[src/rtl/dmem_arbiter.sv]
// Two-port (CPU / loader) access controller in front of the single-ported DATAMEM.
// Round-robin arbitration, one word access every three cycles, range checking and MEM-stage stall.
module dmem_arbiter #(
   parameter int DEPTH = 50,
   parameter int AW    = 32,
   parameter int DW    = 32
) (
   input  logic          clk,
   input  logic          rst_n,
   input  logic          cpu_req,
   input  logic          cpu_we,
   input  logic [AW-1:0] cpu_addr,
   input  logic [DW-1:0] cpu_wdata,
   output logic          cpu_ready,
   output logic          cpu_rvalid,
   output logic [DW-1:0] cpu_rdata,
   output logic          cpu_err,
   output logic          cpu_stall,
   input  logic          ldr_req,
   input  logic          ldr_we,
   input  logic [AW-1:0] ldr_addr,
   input  logic [DW-1:0] ldr_wdata,
   output logic          ldr_ready,
   output logic          ldr_rvalid,
   output logic [DW-1:0] ldr_rdata,
   output logic          ldr_err,
   output logic          mem_read,
   output logic          mem_write,
   output logic [AW-1:0] mem_addr,
   output logic [DW-1:0] mem_wdata,
   input  logic [DW-1:0] mem_rdata
);

   typedef enum logic [1:0] {IDLE, ACCESS, RESP} state_t;

   localparam logic          CPU     = 1'b0;
   localparam logic          LDR     = 1'b1;
   localparam logic [AW-1:0] DEPTH_A = AW'(DEPTH);

   state_t        state, state_nxt;
   logic          last_gnt, owner, we_q, err_q;
   logic          cpu_win, ldr_win, accept, sel, sel_we, sel_err;
   logic [AW-1:0] sel_addr;
   logic [DW-1:0] sel_wdata, resp_data;

   always_comb begin
      state_nxt = state;
      accept    = 1'b0;
      cpu_ready = 1'b0;
      ldr_ready = 1'b0;
      // CPU takes a tie only when the loader was served last
      cpu_win   = cpu_req & (~ldr_req | (last_gnt == LDR));
      ldr_win   = ldr_req & ~cpu_win;
      sel       = ldr_win;
      sel_we    = sel ? ldr_we    : cpu_we;
      sel_addr  = sel ? ldr_addr  : cpu_addr;
      sel_wdata = sel ? ldr_wdata : cpu_wdata;
      sel_err   = (sel_addr >= DEPTH_A);
      resp_data = (we_q | err_q) ? '0 : mem_rdata;
      case (state)
         IDLE: begin
            if (cpu_req | ldr_req) begin
               accept    = rst_n;
               cpu_ready = rst_n & cpu_win;
               ldr_ready = rst_n & ldr_win;
               state_nxt = ACCESS;
            end
         end
         ACCESS:  state_nxt = RESP;
         RESP:    state_nxt = IDLE;
         default: state_nxt = IDLE;
      endcase
   end

   always_ff @(posedge clk) begin
      if (!rst_n) begin
         state      <= IDLE;
         last_gnt   <= LDR;
         owner      <= CPU;
         we_q       <= 1'b0;
         err_q      <= 1'b0;
         mem_read   <= 1'b0;
         mem_write  <= 1'b0;
         mem_addr   <= '0;
         mem_wdata  <= '0;
         cpu_rvalid <= 1'b0;
         cpu_err    <= 1'b0;
         cpu_rdata  <= '0;
         ldr_rvalid <= 1'b0;
         ldr_err    <= 1'b0;
         ldr_rdata  <= '0;
      end else begin
         state      <= state_nxt;
         mem_read   <= 1'b0;
         mem_write  <= 1'b0;
         cpu_rvalid <= 1'b0;
         cpu_err    <= 1'b0;
         cpu_rdata  <= '0;
         ldr_rvalid <= 1'b0;
         ldr_err    <= 1'b0;
         ldr_rdata  <= '0;
         if (accept) begin
            last_gnt  <= sel;
            owner     <= sel;
            we_q      <= sel_we;
            err_q     <= sel_err;
            // address/data registers double as the request latch and hold afterwards
            mem_addr  <= sel_addr;
            mem_wdata <= sel_wdata;
            mem_read  <= ~sel_we & ~sel_err;
            mem_write <= sel_we & ~sel_err;
         end
         if (state == ACCESS) begin
            if (owner == CPU) begin
               cpu_rvalid <= 1'b1;
               cpu_err    <= err_q;
               cpu_rdata  <= resp_data;
            end else begin
               ldr_rvalid <= 1'b1;
               ldr_err    <= err_q;
               ldr_rdata  <= resp_data;
            end
         end
      end
   end

   assign cpu_stall = cpu_req & ~cpu_rvalid;

endmodule

[config.mk]
export PLATFORM = sky130hd
export DESIGN_NAME = dmem_arbiter
export DESIGN_NICKNAME = d
export VERILOG_FILES = /design/src/rtl/dmem_arbiter.sv
export SDC_FILE = /design/constraint.sdc
export NUM_CORES = 1
export LEC_CHECK = 0
export BUFFER_PORTS_ARGS = -buffer_cell sky130_fd_sc_hd__buf_2
export CORE_AREA = 2 2 119 121
export DETAILED_ROUTE_END_ITERATION = 8
export DIE_AREA = 0 0 121 123
export PLACE_DENSITY = 0.76
export SETUP_SLACK_MARGIN = 0.5
export SYNTH_ARGS = -nofsm -noshare
export SYNTH_HDL_FRONTEND = slang
export SYNTH_SLANG_ARGS = --single-unit
[constraint.sdc]
create_clock -name clk -period 2.1 [get_ports clk]
set_clock_uncertainty 0.05 [all_clocks]
set_input_delay 0.42 -clock clk [delete_from_list [all_inputs] [get_ports clk]]
set_output_delay 0.42 -clock clk [all_outputs]
set_load 0.01 [all_outputs]
==> summary.md, run 1 <==
| Metric | Value |
|---|---|
| Status | finished clean |
| Post-Syn Area | 5210 um^2 |
| Crit path max-delay cell type | or3_4 |
| IO buf count | 302 |
| Most common cell after layout, fill and taps aside | buf_2 |
| Global placement routability congestion | 0.908 |
| Share of the yosys chip area belonging to registers | 53.8% |
| Mapped Nets | 729 |
| CP Capture Type | output port |
| Crit share post-route | 94.3% |
| Overflow after GRT | 0 |
| Final Net Count | 1059 |
| Post-route setup TNS | 0 ps |
| Vias post-DR | 5448 |
| P_leak | 0.00499 uW |
| Critical path class | reg2out |
| Die Area | 14900 um^2 |
| Met3 Use GR | 6.09% |
| Overall routing resource usage | 21.0% |
| Die width | 121 um |
| Clk slew on worst S/H paths | 60 ps |
| Post-DRT Antenna Nets | 0 |
| Final Util | 62.1% |
| Layout area overhead | 62.3% |
| Mean area per synthesized cell | 9.25 um^2 |
| Slowest stage delay, CP | 360 ps |
| Violation count after the first detailed-route iteration | 393 |
| WP data required | 1630 ps |
| Final WS setup | 119 ps |
| Met2 Usage GRT | 36.8% |
| Share of layout cells above drive strength 1 | 47.9% |
| Non-filler instance count after layout | 1087 |
| Final Power | 7190 uW |
| Pre-CTS setup slack | 175 ps |
| First-pass GRT wire length | 23900 um |
| Drt first pass iters | 5 |
| H-tree levels | 4 |
| Met1 Usage GRT | 24.2% |
| HPWL Detailed | 11800 um |
| Longest Clk Path Bufs | 2 |
| FP Rows | 43 |
| Fin. Hold Viols | 0 |
| Vias in the first global route | 4663 |
| Crit-path cells | nand2b_4 > or3_4 > inv_4 > nand2_4 > inv_2 > buf_6 |
| Ports | 303 |
| Clock latency on the worst-skew pair | 410 ps |
| Crit-path max FO | 3 |
| Starting density of the core | 38.2% |
| Largest net degree at the start of global routing | 65 |
| Ys Warns | 0 |
| TritonCTS clock tree | built |
| Max_slew headroom | 60.3% |
| Finish-stage setup viols | 0 |
| Post-route DRC | 0 |
| Vias per cell | 5.01 |
| Most frequent cells in the layout | buf_2, dfxtp_1, nand2_1 |
| RSZ-0062 raised after global routing | yes |
| Startpoint Class | register |
| Core region area | 13600 um^2 |
| Die Ht | 123 um |
| Cells after synthesis | 563 |
| Routed WL per cell | 16.2 um |
| WP data arrival | 1510 ps |
| Power per cell area | 851 nW/um^2 |
| Routed WL | 17600 um |
| Antenna violations before repair | 0 |
| CTS root buffer | clkbuf_16 |
| Fmax | 0.505 GHz |
| Min Tclk post-route | 1980 ps |
| Hold/Removal Path Class | in2reg |
| Post-synthesis register bit count | 140 |
| DP Cell Count | 1015 |
| Max Cap Violations | 0 |
| Clock sinks | 140 |
| Worst Tran Pin Value | 596 ps |
| Worst IR Drop VDD | 0.000471 V |
| Gr busiest metal | met2 |
| Slew Limit Fails | 0 |
| Synth cell types | 31 |
| CTS buffer count | 17 |
cell families (layout without fill, tap and decap cells):
| kind of cell | Yosys count | after routing | synth area share [%] |
|---|---|---|---|
| compound gates | 73 | 73 | 13.8 |
| buf+inv | 53 | 396 | 4.81 |
| flops | 140 | 140 | 53.8 |
| mux | 1 | 1 | 0.192 |
| other cells | 0 | 1 | 0 |
| simple gates | 296 | 296 | 27.4 |
registers in the layout (all words and copies together) (netlist names):
signal	flops
state	2
cpu_err	1
ldr_rvalid	1
cpu_rdata	32
err_q	1
last_gnt	1
ldr_err	1
we_q	1
ldr_rdata	32
mem_wdata	32
cpu_rvalid	1
owner	1
mem_write	1
mem_addr	32
mem_read	1
cells in the mapped netlist:
cell type / number / area share [%]
a2bb2oi_1: 1 / 0.17
buf_2: 14 / 1.3
nand3_1: 65 / 6.2
o211a_1: 65 / 12
o21ai_1: 1 / 0.096
a21bo_2: 1 / 0.19
and3_1: 65 / 7.8
nor4_1: 10 / 1.2
a21boi_0: 1 / 0.14
inv_1: 2 / 0.14
or4_2: 1 / 0.17
inv_2: 1 / 0.072
nand2_1: 133 / 9.6
or3_1: 1 / 0.12
and2b_1: 1 / 0.14
nor3_1: 4 / 0.38
and2_1: 3 / 0.36
nand4_1: 4 / 0.48
nand2b_1: 1 / 0.12
dfxtp_1: 140 / 54
buf_1: 1 / 0.072
o311a_1: 2 / 0.38
nor2b_1: 2 / 0.24
nor2_1: 5 / 0.36
a21boi_1: 1 / 0.14
buf_6: 1 / 0.22
clkbuf_1: 27 / 1.9
mux2i_1: 1 / 0.19
or4_1: 1 / 0.14
buf_4: 7 / 1.0
a22o_1: 1 / 0.17
critical path: cells and delay by family (launching register included):
| kind | cells | cell delay [ps] |
|---|---|---|
| simple gates | 3 | 540 |
| flops | 1 | 320 |
| buf+inv | 3 | 240 |
metal layers:
layer  vias to the layer above  wire length (um)
met5                         -                 0
met2                       271              8900
met4                         0               239
li1                       2643                 -
met3                        22              1430
met1                      2512              7040
repair_timing:
item	in CTS	in global routing
hold buffers	0	0
endpoints found under the setup margin	92	70
resized for setup	9	45
pin swaps	2	2
cloned	5	11
buffers inserted	4	19
metrics by stage:
stage / cell area, um^2 / hold slack, ps
floorplan: 5270 / 398
global placement: 7000 / 425
detailed placement: 7000 / 430
CTS: 7840 / 169
global route: 8450 / 172
finish: 8450 / 185
worst paths after layout:
kind / slack [ps] / depth (start not counted) / end / startpoint
worst min register to register: 440 / 1 / mem_addr[23] / mem_addr[23]
worst max register to register: 260 / 10 / mem_wdata[12] / state[1]
worst min-delay path: 180 / 2 / ldr_rdata[25] / mem_rdata[25]
worst max-delay path: 120 / 6 / ldr_ready / state[1]
layout make-up:
cell class | instances | area [um^2]
multi-input combinational | 370 | 2360
antenna | 1 | 2.50
sequential | 140 | 2800
timing repair buffer | 361 | 2440
clock buffer | 19 | 453
clock inverter | 13 | 155
fill | 1120 | 5160
inverter | 3 | 13.8
tap | 180 | 225
where the power goes:
part           switching (uW)  internal, uW  leakage (uW)  total [uW]
sequential               76.1          2800       0.00114        2880
clock                    1220          1840      0.000290        3060
combinational             612           638       0.00355        1250
Note: power is estimated with default switching activity, not from simulation.
==> inputs of run 2 (changes only) <==
Settings changed: MAX_ROUTING_LAYER set to met4.
Clock period 2.1 ns to 2.3 ns, I/O delays scaled along.
==> run 2 against run 1 <==
First-iteration DRC count shrank 3.6%. Critical endpoint unchanged. Worst hold slack gained 41 ps. Cell area shrank 1.4%. Critical path type unchanged. Global-route usage grew 0.42 points. Clock-buffer cell count is the same. Utilization shrank 0.85 points. Combinational power shrank 14%. Via count shrank 0.39%.
==> summary.md, run 2 (same netlist as run 1, synthesis figures left out) <==
| Metric | Value |
|---|---|
| Crit share post-route | 89.5% |
| Most common cell after layout, fill and taps aside | buf_2 |
| Hold/Removal Path Class | in2reg |
| Post-route DRC | 0 (unchanged) |
| Clock latency on the worst-skew pair | 410 ps (about the same) |
| Worst Tran Pin Value | 515 ps (-80.6 ps) |
| First-pass GRT wire length | 23700 um (-0.81%) |
| CP Capture Type | output port |
| Overall routing resource usage | 21.4% (+0.42 points) |
| WP data arrival | 1550 ps (+40 ps) |
| Most frequent cells in the layout | buf_2, dfxtp_1, nand2_1 |
| Post-DRT Antenna Nets | 0 (unchanged) |
| Placed Area | 6900 um^2 (-1.3%) |
| Longest Clk Path Bufs | 2 (unchanged) |
| Drt first pass iters | 5 (unchanged) |
| Max Cap Violations | 0 (unchanged) |
| Vias post-DR | 5427 (-0.39%) |
| Fmax | 0.486 GHz |
| TritonCTS clock tree | built |
| Crit-path max FO | 3 (unchanged) |
| Status | finished clean |
| IO buf count | 302 (unchanged) |
| CTS buffer count | 17 (unchanged) |
| Core region area | 13600 um^2 (unchanged) |
| Global placement routability congestion | 0.821 (-9.5%) |
| HPWL Detailed | 11800 um (+0.63%) |
| FP Rows | 43 (unchanged) |
| H-tree levels | 4 (unchanged) |
| Routed WL | 18100 um (+2.6%) |
| P_leak | 0.00490 uW (-1.6%) |
| Vias per cell | 5.06 (+1.0%) |
| Share of layout cells above drive strength 1 | 49.3% (+1.4 points) |
| Antenna violations before repair | 1 (+1) |
| Fin. Hold Viols | 0 (unchanged) |
| Overflow after GRT | 0 (unchanged) |
| Finish-stage setup viols | 0 (unchanged) |
| Hold_buf cts | 0 (unchanged) |
| Violation count after the first detailed-route iteration | 379 (-3.6%) |
| Worst IR Drop VDD | 0.000420 V (-11%) |
| Min Tclk post-route | 2060 ps |
| Slew Limit Fails | 0 (unchanged) |
| Post-route setup TNS | 0 ps (unchanged) |
| Fillers | 1136 (+1.4%) |
| Die width | 121 um (unchanged) |
| Clock sinks | 140 (unchanged) |
| Starting density of the core | 38.2% (unchanged) |
| CTS root buffer | clkbuf_16 |
| Max_slew headroom | 65.6% (+5.4 points) |
| Vias in the first global route | 4633 (-0.64%) |
| Layout area overhead | 60.0% |
| Ports | 303 (unchanged) |
| Clk slew on worst S/H paths | 60 ps (about the same) |
| Die Ht | 123 um (unchanged) |
| Power per cell area | 792 nW/um^2 (-6.9%) |
| Final Power | 6600 uW (-8.2%) |
| Design Area, Final | 8330 um^2 (-1.4%) |
| Routed WL per cell | 16.9 um (+4.1%) |
| RSZ-0062 raised after global routing | yes |
| WP data required | 1790 ps (+160 ps) |
| Largest net degree at the start of global routing | 65 (unchanged) |
| Fin Hold WS | 226 ps (+41.3 ps) |
| Startpoint Class | register |
| Die Area | 14900 um^2 (unchanged) |
| Critical path class | reg2out |
| Final Util | 61.2% (-0.85 points) |
| Final Net Count | 1044 (-1.4%) |
[run 2: changes by cell type in the layout (fill, tap and decap cells not counted), moves of 3 or more]
cell	delta
buf_12	-10
nand3_1	-17
buf_4	-5
nand3_2	+15
buf_16	-3
[run 2: cell type report]
class / count / area [um^2] / area share [%]
well taps: 180 / 225 / 2.70
repair buffers: 346 / 2190 / 26.3
diodes: 1 / 2.50 / 0.0300
inverters: 3 / 13.8 / 0.165
clock inverters: 13 / 179 / 2.15
clock buffers: 19 / 453 / 5.44
flip-flops and latches: 140 / 2800 / 33.7
multi-input cells: 370 / 2470 / 29.6
[run 2: worst paths after layout]
check | from | endpoint | slack, ps | cells after the start
hold / removal | mem_rdata[5] | cpu_rdata[5] | 230 | 2
setup / recovery | state[1] | ldr_ready | 240 | 6
hold reg to reg | owner | owner | 440 | 2
setup reg to reg | state[1] | mem_addr[13] | 460 | 9
[run 2: report_power, final]
group	total, uW	leakage, uW	switching [uW]	internal, uW
clock	2900	0.000307	1110	1790
combinational	1080	0.00345	561	518
sequential	2620	0.00114	66.0	2560
total	6600	0.00490	1730	4870
[run 2: through the flow]
stage          setup WS [ps]  std cells
2_1_floorplan            428        563
3_3_place_gp             267       1010
3_5_place_dp             251       1010
4_1_cts                  195       1046
5_1_grt                  183       1072
6_report                 242       1072
[run 2: routing by layer]
layer  GRT usage (%)  wire (um)
met1            24.1       7060
met2            34.8       8990
met3            7.24       1580
met4            8.87        439
met5               -          0
[run 2: repair_timing]
action,4_1_cts,5_1_grt
pin swaps,1,3
buffers inserted,4,11
gates cloned,0,14
setup endpoints to repair,2,110
gates resized for setup,7,71
[run 2: worst max-delay path, stage by stage (launching register included)]
cell,delay [ps]
dfxtp_2,320
nand2b_4,130
or3_4,410
inv_4,80
nand2_4,50
inv_2,60
buf_6,90
==> inputs of run 3 (changes only) <==
Settings changed: CORE_AREA 2 2 119 121 to not set, CORE_MARGIN set to 2, CORE_UTILIZATION set to 40, DIE_AREA 0 0 121 123 to not set, MAX_ROUTING_LAYER met4 to not set, PLACE_DENSITY 0.76 to 0.78.
==> run 3 against run 2 <==
Sequential power hardly changed. Critical endpoint is now cpu_ready. Clock power down 4%. Sequential cell count did not move. Combinational power decreased by 20%. Clock-buffer cell count is 2 lower. Fmax decreased by 0.50%. Sequential share of layout area grew 3.4 points. Highest routed layer unchanged. Setup slack got worse by 10 ps.
==> summary.md, run 3 (same netlist as run 1, synthesis figures left out) <==
| Metric | Value |
|---|---|
| Status | finished clean |
| Routed WL per cell | 15.4 um (-8.8%) |
| Global placement routability congestion | 0.847 (+3.2%) |
| Final Power | 6270 uW (-5.1%) |
| Final Net Count | 1018 (-2.5%) |
| Clock sinks | 140 (unchanged) |
| Clock latency on the worst-skew pair | 410 ps (about the same) |
| Die Area | 13900 um^2 (-6.3%) |
| Buf/Inv on CP | 2 (-1) |
| Post-route setup TNS | 0 ps (unchanged) |
| Levels on crit path | 5 (-1) |
| WP data arrival | 1560 ps (about the same) |
| Die width | 118 um (-2.4%) |
| Slowest stage delay, CP | 360 ps (-50 ps) |
| Worst Tran Pin Value | 1010 ps (+490 ps) |
| Worst IR Drop VDD | 0.000452 V (+7.6%) |
| Finish-stage setup viols | 0 (unchanged) |
| Fmax | 0.484 GHz (-0.50%) |
| Crit-path cells | nand2b_4 > or3_4 > buf_6 > nor2_1 > buf_2 |
| Min Tclk post-route | 2070 ps (+10.3 ps) |
| Crit path max-delay cell type | or3_4 |
| HPWL Detailed | 11800 um (-0.72%) |
| Crit share post-route | 89.9% (+0.45 points) |
| Routed WL | 16000 um (-12%) |
| H-tree levels | 4 (unchanged) |
| Post-DRT Antenna Nets | 0 (unchanged) |
| Worst setup path endpoint | cpu_ready |
| Crit-path max FO | 2 (-1) |
| Hold/Removal Path Class | in2reg |
| CP delay by family, top | simple AND/OR/NAND/NOR gates |
| Max_slew headroom | 33.0% (-33 points) |
| Slew Limit Fails | 0 (unchanged) |
| Violation count after the first detailed-route iteration | 330 (-13%) |
| FP Rows | 41 (-4.7%) |
| Die Ht | 118 um (-4.0%) |
| Register-to-Register Path Depth | 7 (-2) |
| Drt first pass iters | 5 (unchanged) |
| Post-route DRC | 0 (unchanged) |
| Share of layout cells above drive strength 1 | 42.0% (-7.3 points) |
| CP Capture Type | output port |
| Overflow after GRT | 0 (unchanged) |
| RSZ-0062 raised after global routing | yes |
| FF-to-FF Start | state[1] |
| Critical path class | reg2out |
| CTS root buffer | clkbuf_16 |
| Crit. Startpoint | state[1] |
| Vias per cell | 5.01 (-1.0%) |
| First-pass GRT wire length | 24700 um (+4.4%) |
| Layout area overhead | 45.3% |
| Antenna violations before repair | 2 (+1) |
| Starting density of the core | 41.1% (+2.8 points) |
| Hold_buf cts | 0 (unchanged) |
| IO buf count | 302 (unchanged) |
| FF-to-FF End | mem_wdata[11] |
| Power per cell area | 828 nW/um^2 (+4.5%) |
| CTS buffer count | 17 (unchanged) |
| WP data required | 1790 ps (about the same) |
| Overall routing resource usage | 22.4% (+1.0 points) |
| R2R Setup Slk | 580 ps (+120 ps) |
| Vias post-DR | 5202 (-4.1%) |
| Vias in the first global route | 4782 (+3.2%) |
| Most common cell after layout, fill and taps aside | buf_2 |
| Largest net degree at the start of global routing | 65 (unchanged) |
| Longest Clk Path Bufs | 2 (unchanged) |
| Most frequent cells in the layout | buf_2, dfxtp_1, nand2_1 |
| Clk slew on worst S/H paths | 60 ps (about the same) |
| TritonCTS clock tree | built |
| Startpoint Class | register |
| P_leak | 0.00461 uW (-5.9%) |
| Fin. Hold Viols | 0 (unchanged) |
| Max Cap Violations | 0 (unchanged) |
| Ports | 303 (unchanged) |
| Core region area | 12700 um^2 (-6.9%) |
## run 3: cell types whose count changed in the layout (fill, tap and decap cells not counted), moves of 3 or more
cell,change
nand3_2,-41
nand3_4,-4
clkbuf_16,-10
buf_8,-4
nand3_1,+45
inv_8,+3
buf_4,-4
buf_6,-9
## run 3: final cells by class
type / count / area, um^2
Timing Repair Buffer: 320 / 1740
Multi-Input combinational cell: 370 / 2190
Antenna cell: 1 / 2.50
Clock buffer: 17 / 425
Tap cell: 172 / 215
Inverter: 3 / 13.8
Clock inverter: 15 / 178
Sequential cell: 140 / 2800
Fill cell: 1133 / 5110
## run 3: what timing repair did
action                                  in CTS  in global routing
buffers inserted                             2                  1
cloned                                       0                  1
endpoints found under the setup margin       2                 69
hold endpoints to repair                     0                  0
pin swaps                                    0                  0
resized for setup                            4                  3
## run 3: routing by layer
layer	global-route usage (%)	share of wire (%)	vias up
li1	-	-	2554
met1	26.0	40	2396
met2	39.0	51	228
met3	6.98	8.0	24
met4	7.38	1.6	0
met5	0	0	-
## run 3: power by group
| part | internal (uW) | switching, uW |
|---|---|---|
| sequential | 2560 | 64.0 |
| clock | 1640 | 1140 |
| combinational | 389 | 477 |
## run 3: worst min path at each step
stage / startpoint / to / slack [ps] / cells past startpoint
2_1_floorplan: owner / owner / 400 / 2
3_3_place_gp: state[0] / state[1] / 420 / 1
3_5_place_dp: mem_addr[30] / mem_addr[30] / 430 / 1
4_1_cts: mem_rdata[5] / ldr_rdata[5] / 210 / 2
5_1_grt: mem_rdata[20] / cpu_rdata[20] / 210 / 2
6_report: mem_rdata[31] / ldr_rdata[31] / 230 / 2
## run 3: per-stage QoR
| stage | setup slack (ps) | cells | util, % | instance area [um^2] | hold slack, ps |
|---|---|---|---|---|---|
| after global routing | 169 | 1038 | 59.7 | 7560 | 214 |
| final | 232 | 1038 | 59.7 | 7560 | 233 |
| after detailed placement | 253 | 1001 | 54.3 | 6890 | 430 |
| after floorplan | 428 | 563 | - | 5230 | 398 |
| after CTS | 209 | 1035 | 59.4 | 7520 | 213 |
| after global placement | 268 | 1001 | 54.3 | 6890 | 421 |
